`config.mk`:
```
export PLATFORM = sky130hd
export DESIGN_NAME = sp_mem_arbiter
export DESIGN_NICKNAME = d
export VERILOG_FILES = /design/src/rtl/sp_mem_arb_pkg.sv /design/src/rtl/sp_mem_arb_perf_cnt.sv /design/src/rtl/sp_mem_arbiter.sv
export SDC_FILE = /design/constraint.sdc
export NUM_CORES = 1
export LEC_CHECK = 0
export ABC_AREA = 1
export BUFFER_PORTS_ARGS = -buffer_cell sky130_fd_sc_hd__buf_2
export CORE_AREA = 3 3 175 177
export CTS_BUF_LIST = sky130_fd_sc_hd__clkbuf_8
export DETAILED_ROUTE_END_ITERATION = 12
export DIE_AREA = 0 0 178 180
export HOLD_SLACK_MARGIN = 0.02
export PLACE_DENSITY = 0.43
export SLEW_MARGIN = 20
export SYNTH_ARGS = -nofsm -noshare
export SYNTH_HDL_FRONTEND = slang
export SYNTH_HIERARCHICAL = 1
export SYNTH_SLANG_ARGS = --single-unit
```
`constraint.sdc`:
```
create_clock -name clk -period 5.5 [get_ports clk]
set_input_delay 1.65 -clock clk [delete_from_list [all_inputs] [get_ports clk]]
set_output_delay 1.65 -clock clk [all_outputs]
set_load 0.03 [all_outputs]
```
`src/rtl/sp_mem_arb_pkg.sv`:
```
// Shared types and constants for the two-requester single-port SRAM arbiter.
// Optional stall counters are enabled with SP_MEM_ARB_PERF_EN (see sp_mem_arbiter).
package sp_mem_arb_pkg;

   localparam int NUM_REQ     = 2;
   localparam int SP_ADDR_W   = 10;
   localparam int SP_DATA_W   = 64;
   localparam int SP_BE_W     = SP_DATA_W / 8;
   localparam int BURST_CNT_W = 8;

   typedef enum logic [1:0] {
      IDLE = 2'd0,
      OWN0 = 2'd1,
      OWN1 = 2'd2
   } arb_state_e;

   typedef struct packed {
      logic                 we;
      logic [SP_ADDR_W-1:0] addr;
      logic [SP_BE_W-1:0]   be;
      logic [SP_DATA_W-1:0] wdata;
   } req_t;

   // Burst length grows by one per kept grant and sticks at the limit.
   function automatic logic [BURST_CNT_W-1:0] burst_inc(input logic [BURST_CNT_W-1:0] cnt,
                                                        input logic [BURST_CNT_W-1:0] lim);
      return (cnt < lim) ? cnt + 1'b1 : lim;
   endfunction

endpackage

```
`src/rtl/sp_mem_arb_perf_cnt.sv`:
```
// Saturating event counter with a synchronous clear that wins over increment.
// Instantiated by sp_mem_arbiter only when SP_MEM_ARB_PERF_EN is defined.
module sp_mem_arb_perf_cnt #(
   parameter int WIDTH = 32
) (
   input  logic             clk,
   input  logic             rst_n,
   input  logic             clr_i,
   input  logic             inc_i,
   output logic [WIDTH-1:0] cnt_o
);

   logic [WIDTH-1:0] cnt_q, cnt_d;

   always_comb begin
      cnt_d = cnt_q;
      if (clr_i) begin
         cnt_d = '0;
      end else if (inc_i && (cnt_q != '1)) begin
         cnt_d = cnt_q + 1'b1;
      end
   end

   always_ff @(posedge clk) begin
      if (!rst_n) begin
         cnt_q <= '0;
      end else begin
         cnt_q <= cnt_d;
      end
   end

   assign cnt_o = cnt_q;

endmodule

```
`src/rtl/sp_mem_arbiter.sv`:
```
// Two-requester arbiter for one single-port SRAM: ownership with burst-limited hold,
// 1-cycle read return tagged with the owner. SP_MEM_ARB_PERF_EN adds stall counters.
module sp_mem_arbiter
   import sp_mem_arb_pkg::*;
#(
   parameter int ADDR_WIDTH = 10,
   parameter int DATA_WIDTH = 64,
   parameter int BE_WIDTH   = DATA_WIDTH / 8,
   parameter int MAX_BURST  = 8
) (
   input  logic                  clk,
   input  logic                  rst_n,
   input  logic                  m0_req_i,
   input  logic                  m0_we_i,
   input  logic [ADDR_WIDTH-1:0] m0_addr_i,
   input  logic [BE_WIDTH-1:0]   m0_be_i,
   input  logic [DATA_WIDTH-1:0] m0_wdata_i,
   output logic                  m0_gnt_o,
   output logic                  m0_rvalid_o,
   output logic [DATA_WIDTH-1:0] m0_rdata_o,
   input  logic                  m1_req_i,
   input  logic                  m1_we_i,
   input  logic [ADDR_WIDTH-1:0] m1_addr_i,
   input  logic [BE_WIDTH-1:0]   m1_be_i,
   input  logic [DATA_WIDTH-1:0] m1_wdata_i,
   output logic                  m1_gnt_o,
   output logic                  m1_rvalid_o,
   output logic [DATA_WIDTH-1:0] m1_rdata_o,
   output logic                  mem_req_o,
   output logic                  mem_we_o,
   output logic [ADDR_WIDTH-1:0] mem_addr_o,
   output logic [BE_WIDTH-1:0]   mem_be_o,
   output logic [DATA_WIDTH-1:0] mem_wdata_o,
   input  logic [DATA_WIDTH-1:0] mem_rdata_i,
   output arb_state_e            dbg_state_o
`ifdef SP_MEM_ARB_PERF_EN
   ,
   input  logic                  perf_clr_i,
   output logic [31:0]           m0_stall_cnt_o,
   output logic [31:0]           m1_stall_cnt_o
`endif
);

   // Handshake: a requester holds req and payload until its gnt is seen high in the
   // same cycle; a granted read returns rvalid with rdata exactly one cycle later.

   localparam int                     OWNER_W = $clog2(NUM_REQ);
   localparam logic [BURST_CNT_W-1:0] MAX_B   = BURST_CNT_W'(MAX_BURST);

   arb_state_e             state_q, state_d;
   logic [BURST_CNT_W-1:0] burst_cnt_q, burst_cnt_d;
   logic                   rd_pend_q, rd_pend_d;
   logic [OWNER_W-1:0]     rd_owner_q, rd_owner_d;
   logic                   gnt0, gnt1;

   // Reset masks grants so nothing reaches the SRAM while rst_n is low.
   always_comb begin
      gnt0 = 1'b0;
      gnt1 = 1'b0;
      if (rst_n) begin
         case (state_q)
            OWN0: begin
               if (m0_req_i && (!m1_req_i || (burst_cnt_q < MAX_B))) gnt0 = 1'b1;
               else                                                   gnt1 = m1_req_i;
            end
            OWN1: begin
               if (m1_req_i && (!m0_req_i || (burst_cnt_q < MAX_B))) gnt1 = 1'b1;
               else                                                   gnt0 = m0_req_i;
            end
            default: begin
               if (m0_req_i) gnt0 = 1'b1;
               else          gnt1 = m1_req_i;
            end
         endcase
      end
   end

   always_comb begin
      state_d     = IDLE;
      burst_cnt_d = '0;
      if (gnt0) begin
         state_d     = OWN0;
         burst_cnt_d = (state_q == OWN0) ? burst_inc(burst_cnt_q, MAX_B) : BURST_CNT_W'(1);
      end else if (gnt1) begin
         state_d     = OWN1;
         burst_cnt_d = (state_q == OWN1) ? burst_inc(burst_cnt_q, MAX_B) : BURST_CNT_W'(1);
      end
      rd_pend_d  = (gnt0 | gnt1) & ~mem_we_o;
      rd_owner_d = OWNER_W'(gnt1);
   end

   always_ff @(posedge clk) begin
      if (!rst_n) begin
         state_q     <= IDLE;
         burst_cnt_q <= '0;
         rd_pend_q   <= 1'b0;
         rd_owner_q  <= '0;
      end else begin
         state_q     <= state_d;
         burst_cnt_q <= burst_cnt_d;
         rd_pend_q   <= rd_pend_d;
         rd_owner_q  <= rd_owner_d;
      end
   end

   assign m0_gnt_o    = gnt0;
   assign m1_gnt_o    = gnt1;
   assign mem_req_o   = gnt0 | gnt1;
   assign mem_we_o    = gnt1 ? m1_we_i    : m0_we_i;
   assign mem_addr_o  = gnt1 ? m1_addr_i  : m0_addr_i;
   assign mem_be_o    = gnt1 ? m1_be_i    : m0_be_i;
   assign mem_wdata_o = gnt1 ? m1_wdata_i : m0_wdata_i;

   assign m0_rvalid_o = rst_n & rd_pend_q & (rd_owner_q == OWNER_W'(0));
   assign m1_rvalid_o = rst_n & rd_pend_q & (rd_owner_q == OWNER_W'(1));
   assign m0_rdata_o  = mem_rdata_i;
   assign m1_rdata_o  = mem_rdata_i;
   assign dbg_state_o = state_q;

`ifdef SP_MEM_ARB_PERF_EN
   sp_mem_arb_perf_cnt #(.WIDTH(32)) u_m0_stall (
      .clk   (clk),
      .rst_n (rst_n),
      .clr_i (perf_clr_i),
      .inc_i (m0_req_i & ~gnt0),
      .cnt_o (m0_stall_cnt_o)
   );

   sp_mem_arb_perf_cnt #(.WIDTH(32)) u_m1_stall (
      .clk   (clk),
      .rst_n (rst_n),
      .clr_i (perf_clr_i),
      .inc_i (m1_req_i & ~gnt1),
      .cnt_o (m1_stall_cnt_o)
   );
`endif

endmodule

```
Word-level counts from Yosys, hierarchy flattened:

Cells that the tools add are included.

* bits of input ports: 234
* memories: 0
* latch bits: 0
* RAM bits: 0
* bits in read-only memories: 0
* register bits after elaboration: 12
* output and inout port bits: 218

* shift-type cells: 0
* multiplexer cells: 21
* reductions and logical operators: 7
* add/sub/neg operators: 1
* divide/modulo/power cells: 0
* bitwise logic cells: 8
* eq/ne operators: 2
* multipliers: 0
* order comparisons: 1

Operator list (count)
* 64-bit 2-to-1 mux: 1
* 8-bit 2-to-1 mux: 6
* 1-bit 2-to-1 mux: 10
* 10-bit 2-to-1 mux: 1
* 8-bit by 1-bit adder with 8-bit output, second input constant: 1
* 8-bit by 4-bit less-than comparator with 1-bit output, second input constant: 1
* 1-bit bitwise AND: 4
* 1-bit one-hot mux with 2 select lines: 2
* 1-bit inverter: 3
* 2-bit by 1-bit equality test with 1-bit output, second input constant: 1
* 2-bit equality test, second input constant: 1
* 1-bit logical AND: 2
* 1-bit zero test: 2
* 1-bit logical OR: 2
* 2-bit 2-to-1 mux: 1
* 2-bit OR reduction: 1
* 1-bit bitwise OR: 1

Longest topological paths before layout:

Gate-level depths: netlist (run 1).

* depth after elaboration: 9
* gate-level depth with buffers: 12
* mapped depth without buffers: 10

Worst setup path after synthesis (run 1):

No wires, ideal clock.

* path type: input port to output port
* start point: in m1_req_i
* end point: out mem_wdata_o[54]
* arrival time: 2.706 ns
* required time: 3.850 ns
* stages: 7
* slack: 1.144 ns
* cells stage by stage: inv_1 -> o21ai_1 -> nand2_2 -> nor2_4 -> buf_2 -> nand2_1 -> nand2_1

* longest elaborated chain between the ends: 7
* elaborated cells between the ends (all ways): 10

Ends and longest elaborated chain
* start: declaration: RTL line sp_mem_arbiter.sv:21 `input logic m1_req_i,`
* 1-bit zero test: RTL line sp_mem_arbiter.sv:63 `if (m0_req_i && (!m1_req_i || (burst_cnt_q < MAX_B))) gnt0 = 1'b1;`
* 1-bit logical OR: RTL line sp_mem_arbiter.sv:63
* 1-bit logical AND: RTL line sp_mem_arbiter.sv:63
* 1-bit 2-to-1 mux: RTL line sp_mem_arbiter.sv:63
* 1-bit one-hot mux with 2 select lines *: RTL line sp_mem_arbiter.sv:61 `case (state_q)`
* 1-bit 2-to-1 mux *: RTL line sp_mem_arbiter.sv:60 `if (rst_n) begin`
* named net m1_gnt_o: RTL line sp_mem_arbiter.sv:26 `output logic m1_gnt_o,`
* 64-bit 2-to-1 mux *: RTL line sp_mem_arbiter.sv:112 `assign mem_wdata_o = gnt1 ? m1_wdata_i : m0_wdata_i;`
* end: declaration: RTL line sp_mem_arbiter.sv:33 `output logic [DATA_WIDTH-1:0] mem_wdata_o,`

The timed path passes the listed nets; every way through them passes the cells marked *.

Worst setup path in the final report (run 1):

* start point: in m1_req_i
* end point: out mem_wdata_o[46]

* longest elaborated chain between the ends: 7
* elaborated cells between the ends (all ways): 10

Ends and longest elaborated chain (RTL line)
* 1-bit zero test: sp_mem_arbiter.sv:63
* 1-bit logical OR: sp_mem_arbiter.sv:63
* 1-bit logical AND: sp_mem_arbiter.sv:63
* 1-bit 2-to-1 mux: sp_mem_arbiter.sv:63
* 1-bit one-hot mux with 2 select lines *: sp_mem_arbiter.sv:61
* 1-bit 2-to-1 mux *: sp_mem_arbiter.sv:60
* 64-bit 2-to-1 mux *: sp_mem_arbiter.sv:112

Every way passes the cells marked *; elsewhere a longest branch is shown, timed or not.

==> flow_metrics.tcl, run 1 <==
set metrics [dict create \
    drtIter0Drc 116 \
    holdCritPathClass "flop to flop" \
    max_freq_mhz 200 \
    cts_buffers 3 \
    timing.final.crit_period_ps 5000 \
    drive_gt1_share_pct 45.5 \
    firstDrtPassIters 4 \
    worstPathCellList "buf_2, inv_1, o21ai_1, nand2_2, nor2_4, buf_12, nand2_1, nand2_1, buf_2" \
    clockRootBuffer "clkbuf_8" \
    final-max-slew-violation-count 0 \
    end_kind "output pin" \
    cts.repair.resized 0 \
    dieArea_um2 32000 \
    grt_max_degree 88 \
    whs_ps 615 \
    clkTransAtPathRegs_ps 50 \
    max_cap_viol_count 0 \
    ios 452 \
    die_h_um 180 \
    cts_setup_buffers 0 \
    layout_setup_ws_ps 496 \
    ir_worst_vdd_mv 0.180 \
    final_common_cell "nand2_1" \
    cts-hold-fix-buffers 0 \
    post-route-cell-area_um2 3420 \
    start_util_pct 8.87 \
    setup_violations 0 \
    cts_tree "yes" \
    syn_inst 478 \
    drtAntennaViolNets 0 \
    detail_route.wl_per_cell_um 13.4 \
    netlist_area_um2 2610 \
    setup_tns_ps 0 \
    htree_levels 1 \
    vias 3143 \
    clockBufferDepth 2 \
    critical-path-max-stage-delay_ps 350 \
    routed_via_density 3.17 \
    grt-ovfl-total 0 \
    mostFrequentLayoutCells "nand2_1, buf_2, inv_1" \
    num_rows 63 \
    worstPathRequired_ps 3850 \
    io_buffers 259 \
    drt-total-wl_mm 13.3 \
    grt_use_total_pct 7.57 \
    hold_violations 0 \
    grt_pass1_vias 3070 \
    drc_errors 0 \
    p_leak_nw 2.11 \
    rsz0062_at_grt "no" \
    gp_congestion 0.751 \
    finClkSkew_ps 2.67 \
    clk_latency_ps 230 \
    antenna_found_initial 2 \
    crit_arrival_ps 3350 \
    critPathMaxFanout 87 \
    seq_area_frac_synth_pct 9.21 \
    period_share_pct 91.0 \
    post_synth_num_cell_types 21 \
    start_kind "input port" \
    avgSynthCellArea_um2 5.46 \
    power_density_nw_per_um2 503 \
    crit_slowest_cell "o21ai_1" \
    syn_to_final_growth_pct 31.1 \
    grt_pass1_wl_mm 18.5 \
    placed_cell_area_um2 3380 \
    diodes 0 \
    ys_warn_count 6 \
    finalNetCount 839 \
    ys_seq_elements 12 \
    hpwlAfterDp_mm 11.3 \
    outcome "finished clean" \
    place_ws_ps 406 \
    cts.sinks 12 \
    criticalPathCategory "input port to output pin" \
    die_w_um 178 \
    core_um2 29400 \
]
## area by class of cell
class	count	area [µm²]
Inverter	14	52.6
Clock buffer	3	41.3
Sequential cell	12	240
Fill cell	3545	26000
Timing Repair Buffer	262	1340
Tap cell	390	488
Multi-Input combinational cell	309	1250
## critical path, delay by kind of cell
| kind | cells | cell delay, ps |
|---|---|---|
| compound gates | 1 | 350 |
| buf+inv | 4 | 730 |
| simple gates | 4 | 590 |
## final timing paths
kind / end / depth (start not counted) / slack, ps / start
min: burst_cnt_q[0] / 3 / 610 / burst_cnt_q[0]
max: mem_wdata_o[46] / 9 / 500 / m1_req_i
min reg2reg: burst_cnt_q[0] / 3 / 610 / burst_cnt_q[0]
max reg2reg: rd_pend_q / 8 / 3460 / dbg_state_o[0]
## kinds of logic after synthesis
family	synth area share, %
simple gates	44.4
buf+inv	43.4
flops	9.21
compound gates	1.39
fa+ha+maj	1.44
other cells	0.144
## synth_stat cells
master	number	share of area [%]
nor2_1	10	1.4
clkbuf_1	3	0.43
buf_2	8	1.5
ha_1	3	1.4
buf_4	131	38
nand3_2	3	1.2
conb_1	1	0.14
inv_1	14	2.0
nor2_4	1	0.43
nand2_2	1	0.24
dfxtp_1	12	9.2
or2_2	1	0.24
a31oi_1	1	0.24
nand4_1	2	0.48
nand2_1	267	38
a21oi_1	2	0.38
buf_6	4	1.7
nor2_2	2	0.48
nand3_1	8	1.5
o21ai_1	1	0.19
o21ai_0	3	0.58
## through the flow
stage,total power [mW],utilization [%],instances
after floorplan,1.35,-,481
after global placement,1.68,11.5,987
after detailed placement,1.68,11.5,987
after CTS,1.76,11.6,990
after global routing,1.89,11.6,990
final,1.72,11.6,990
## flip-flops by register name (all words and copies together), names as in the netlist
| register | count |
|---|---|
| burst_cnt_q | 8 |
| dbg_state_o | 2 |
| rd_owner_q | 1 |
| rd_pend_q | 1 |
## metal layers
metal | wire length (µm) | share of wire [%] | GRT usage, %
met1 | 5410 | 41 | 9.21
met2 | 5450 | 41 | 11.7
met3 | 1830 | 14 | 3.25
met4 | 592 | 4.5 | 3.05
met5 | 27 | 0.20 | 0
## power by group
group	switching, mW	internal, mW
sequential	0.0122	0.107
combinational	1.13	0.398
clock	0.0294	0.0480
Power figures use the tool's default switching activity.
==> run 2: changes to the inputs <==
--- a/config.mk
+++ b/config.mk
@@ -7,12 +7,11 @@
 export LEC_CHECK = 0
 export ABC_AREA = 1
 export BUFFER_PORTS_ARGS = -buffer_cell sky130_fd_sc_hd__buf_2
-export CORE_AREA = 3 3 175 177
-export CTS_BUF_LIST = sky130_fd_sc_hd__clkbuf_8
+export CORE_AREA = 3 3 173 175
 export DETAILED_ROUTE_END_ITERATION = 12
-export DIE_AREA = 0 0 178 180
+export DIE_AREA = 0 0 176 178
 export HOLD_SLACK_MARGIN = 0.02
-export PLACE_DENSITY = 0.43
+export PLACE_DENSITY = 0.44
 export SLEW_MARGIN = 20
 export SYNTH_ARGS = -nofsm -noshare
 export SYNTH_HDL_FRONTEND = slang
==> flow_metrics.tcl, run 2 (synthesized netlist as in run 1, its figures left out) <==
set metrics [dict create \
    cts_buffers 3 \
    critical-path-max-stage-delay_ps 350 \
    die_w_um 176 \
    mostFrequentLayoutCells "nand2_1, buf_2, inv_1" \
    clk_latency_ps 240 \
    detail_route.wl_per_cell_um 12.6 \
    hold_end "burst_cnt_q[0]" \
    hold_violations 0 \
    reg2reg_slack_ps 3600 \
    finClkSkew_ps 1.78 \
    cts.sinks 12 \
    gp_congestion 0.679 \
    setup_violations 0 \
    power_mw 1.78 \
    drive_gt1_share_pct 45.7 \
    criticalPathCategory "input port to output pin" \
    r2r.worst_path.cells 8 \
    drtIter0Drc 92 \
    hpwlAfterDp_mm 10.8 \
    firstDrtPassIters 4 \
    end_kind "output pin" \
    clockRootBuffer "clkbuf_16" \
    dieArea_um2 31300 \
    setup_tns_ps 0 \
    final_common_cell "nand2_1" \
    start_kind "input port" \
    worstPathRequired_ps 3850 \
    grt_max_degree 62 \
    grt_use_total_pct 6.96 \
    io_buffers 259 \
    min_path_cells 3 \
    clockBufferDepth 2 \
    holdCritPathClass "flop to flop" \
    cts_setup_buffers 0 \
    clkTransAtPathRegs_ps 40 \
    final-max-slew-violation-count 0 \
    drt-total-wl_mm 12.4 \
    cts-hold-fix-buffers 0 \
    timing.final.crit_period_ps 4860 \
    whs_ps 631 \
    max_cap_viol_count 0 \
    p_leak_nw 2.14 \
    core_um2 28600 \
    rsz0062_at_grt "no" \
    drc_errors 0 \
    grt-ovfl-total 0 \
    largest_register "burst_cnt_q" \
    post-route-cell-area_um2 3470 \
    outcome "finished clean" \
    timing.rr.end "rd_pend_q" \
    finalNetCount 840 \
    drtAntennaViolNets 0 \
    cp_top_family "buffers and inverters" \
    crit_arrival_ps 3210 \
    period_share_pct 88.3 \
    power_density_nw_per_um2 513 \
    largest_reg_flops 8 \
    grt_pass1_vias 2904 \
    start_util_pct 9.11 \
    num_rows 62 \
    crit_slowest_cell "nand3_4" \
    diodes 0 \
    worstReg2RegStart "dbg_state_o[0]" \
    die_h_um 178 \
    postLayoutCoreUtil_pct 12.1 \
    ir_worst_vdd_mv 0.165 \
    routed_via_density 3.17 \
    vias 3125 \
    ios 452 \
    antenna_found_initial 2 \
    cts_tree "yes" \
    max_freq_mhz 206 \
    hold_path_startpoint "burst_cnt_q[0]" \
    cts.repair.resized 0 \
    grt_pass1_wl_mm 16.6 \
    worstPathCellList "buf_2, inv_1, o21ai_1, nand3_4, buf_12, nand2_1, nand2_1, buf_2" \
    crit_buf_inv 4 \
    htree_levels 1 \
    syn_to_final_growth_pct 32.9 \
    critPathMaxFanout 45 \
    placed_cell_area_um2 3380 \
]
-- run 2: routing by layer --
metal  GRT usage [%]  share of wire [%]
met5               0               0.10
met4            4.09                6.1
met3            3.02                 14
met2            10.5                 41
met1            8.23                 39
-- run 2: worst max path at each step --
stage	start	endpoint	slack, ps	cells past startpoint
3_3_place_gp	m1_req_i	mem_wdata_o[8]	630	8
4_1_cts	m1_req_i	mem_wdata_o[8]	610	8
6_report	m1_req_i	mem_wdata_o[8]	640	8
3_5_place_dp	m1_req_i	mem_wdata_o[8]	620	8
2_1_floorplan	m1_req_i	mem_wdata_o[54]	1140	7
5_1_grt	m1_req_i	mem_wdata_o[8]	500	8
-- run 2: report_power, final --
group          total (mW)  switching [mW]  internal [mW]
clock network       0.150          0.0403          0.110
logic                1.51            1.11          0.402
registers           0.122          0.0141          0.108
total                1.78            1.16          0.620
-- run 2: area by class of cell --
type                       instances  area (µm²)
tap                              384         480
sequential                        12         240
multi-input combinational        309        1250
clock buffer                       4        88.8
timing repair buffer             263        1350
inverter                          14        52.6
fill                            3370       25200
-- run 2: per-stage QoR --
| stage | std cells | setup WS [ps] |
|---|---|---|
| after floorplan | 481 | 1140 |
| after global routing | 986 | 502 |
| final | 986 | 642 |
| after detailed placement | 982 | 617 |
| after global placement | 982 | 626 |
| after CTS | 986 | 613 |
-- run 2: worst reg2reg max path, stage by stage, from the launching register on --
cell,delay [ps]
dfxtp_1,350
inv_1,60
ha_1,310
o21ai_1,220
nand3_4,350
buf_12,310
nand2_1,120
inv_1,50
nor2_1,80
==> run 3: changes to the inputs <==
--- a/config.mk
+++ b/config.mk
@@ -6,12 +6,12 @@
 export NUM_CORES = 1
 export LEC_CHECK = 0
 export ABC_AREA = 1
-export BUFFER_PORTS_ARGS = -buffer_cell sky130_fd_sc_hd__buf_2
-export CORE_AREA = 3 3 173 175
+export CORE_AREA = 3 3 174 176
 export DETAILED_ROUTE_END_ITERATION = 12
-export DIE_AREA = 0 0 176 178
+export DIE_AREA = 0 0 177 179
+export DONT_BUFFER_PORTS = 1
 export HOLD_SLACK_MARGIN = 0.02
-export PLACE_DENSITY = 0.44
+export PLACE_DENSITY = 0.3
 export SLEW_MARGIN = 20
 export SYNTH_ARGS = -nofsm -noshare
 export SYNTH_HDL_FRONTEND = slang
==> constraint.sdc (replaced) <==
create_clock -name clk -period 5.5 [get_ports clk]
set_input_delay 0.275 -clock clk [delete_from_list [all_inputs] [get_ports clk]]
set_output_delay 0.275 -clock clk [all_outputs]
set_load 0.03 [all_outputs]
==> flow_metrics.tcl, run 3 (synthesized netlist as in run 1, its figures left out) <==
set metrics [dict create \
    outcome "finished clean" \
    firstDrtPassIters 4 \
    dieArea_um2 31700 \
    hpwlAfterDp_mm 8.02 \
    clockBufferDepth 2 \
    hold_path_startpoint "rst_n" \
    reg2reg_slack_ps 2690 \
    grt-ovfl-total 0 \
    min_path_cells 2 \
    drtAntennaViolNets 0 \
    cts_setup_buffers 0 \
    grt_pass1_wl_mm 11.7 \
    final_common_cell "nand2_1" \
    ir_worst_vdd_mv 0.174 \
    critPathMaxFanout 85 \
    gp_congestion 0.738 \
    finalNetCount 579 \
    cts.sinks 12 \
    final-max-slew-violation-count 0 \
    r2r.worst_path.cells 7 \
    p_leak_nw 1.08 \
    setup_violations 0 \
    die_h_um 179 \
    diodes 0 \
    hold_end "rd_owner_q" \
    drive_gt1_share_pct 4.11 \
    max_freq_mhz 324 \
    max_cap_viol_count 0 \
    drtIter0Drc 70 \
    syn_to_final_growth_pct -18.3 \
    grt_use_total_pct 5.00 \
    core_um2 28800 \
    worstReg2RegStart "dbg_state_o[0]" \
    cts_buffers 3 \
    hold_violations 0 \
    holdCritPathClass "input port to flop" \
    io_buffers 0 \
    power_density_nw_per_um2 674 \
    largest_register "burst_cnt_q" \
    timing.rr.end "rd_pend_q" \
    start_kind "flop" \
    end_kind "output pin" \
    drt-total-wl_mm 9.44 \
    die_w_um 177 \
    cts.repair.resized 0 \
    clkTransAtPathRegs_ps 50 \
    vias 2189 \
    power_mw 1.44 \
    cts-hold-fix-buffers 0 \
    clk_latency_ps 240 \
    setup_tns_ps 0 \
    criticalPathCategory "flop to output pin" \
    worstPathRequired_ps 5220 \
    start_util_pct 9.06 \
    detail_route.wl_per_cell_um 13.0 \
    antenna_found_initial 0 \
    drc_errors 0 \
    cts_tree "yes" \
    timing.final.crit_period_ps 3080 \
    period_share_pct 56.0 \
    rsz0062_at_grt "no" \
    crit_arrival_ps 2810 \
    num_rows 62 \
    htree_levels 1 \
    mostFrequentLayoutCells "nand2_1, inv_1, dfxtp_1" \
    clockRootBuffer "clkbuf_16" \
    slew_headroom_pct 36.8 \
    routed_via_density 3.02 \
    tightest_slew_ps 949 \
    largest_reg_flops 8 \
    grt_pass1_vias 1921 \
    ios 452 \
    grt_max_degree 86 \
    finClkSkew_ps 3.33 \
]
==> run 3: layer usage <==
metal	track usage, %	share of wire [%]
met1	4.25	29
met2	8.86	47
met4	2.91	5.7
met3	3.18	18
met5	0	0
==> run 3: final cells by class <==
class                           instances  area (µm²)
Timing Repair Buffer                    2        15.0
Clock buffer                            4        88.8
Multi-Input combinational cell        309        1250
Inverter                               14        52.6
Sequential cell                        12         240
Fill cell                            3415       26600
Tap cell                              384         480
==> run 3: worst max-delay path by stage <==
stage          cells after the start      startpoint              end  slack (ps)
2_1_floorplan                      8  dbg_state_o[0]  mem_wdata_o[54]        3370
3_3_place_gp                       5  dbg_state_o[0]        mem_req_o        2670
3_5_place_dp                       7  dbg_state_o[0]        rd_pend_q        2610
4_1_cts                            5  dbg_state_o[0]        mem_req_o        2350
5_1_grt                            5  dbg_state_o[0]        mem_req_o        2090
6_report                           5  dbg_state_o[0]        mem_req_o        2420
==> run 3: worst max-delay path: stages (launching register included) <==
cell	delay (ps)
dfxtp_1	530
inv_1	80
ha_1	320
o21ai_1	220
nand3_4	760
nand2_1	640
==> run 3: metrics by stage <==
stage | instance area, µm² | hold WS, ps | util (%) | instances | setup WS [ps]
global route | 2130 | 244 | 7.41 | 725 | 2090
floorplan | 2620 | 446 | - | 481 | 3370
finish | 2130 | 239 | 7.41 | 725 | 2420
detailed placement | 2040 | 487 | 7.10 | 721 | 2610
global placement | 2040 | 492 | 7.10 | 721 | 2670
CTS | 2130 | 233 | 7.41 | 725 | 2350
==> run 3: power breakdown <==
| group | internal (mW) | switching (mW) |
|---|---|---|
| logic | 0.170 | 0.983 |
| clock network | 0.110 | 0.0415 |
| registers | 0.107 | 0.0259 |
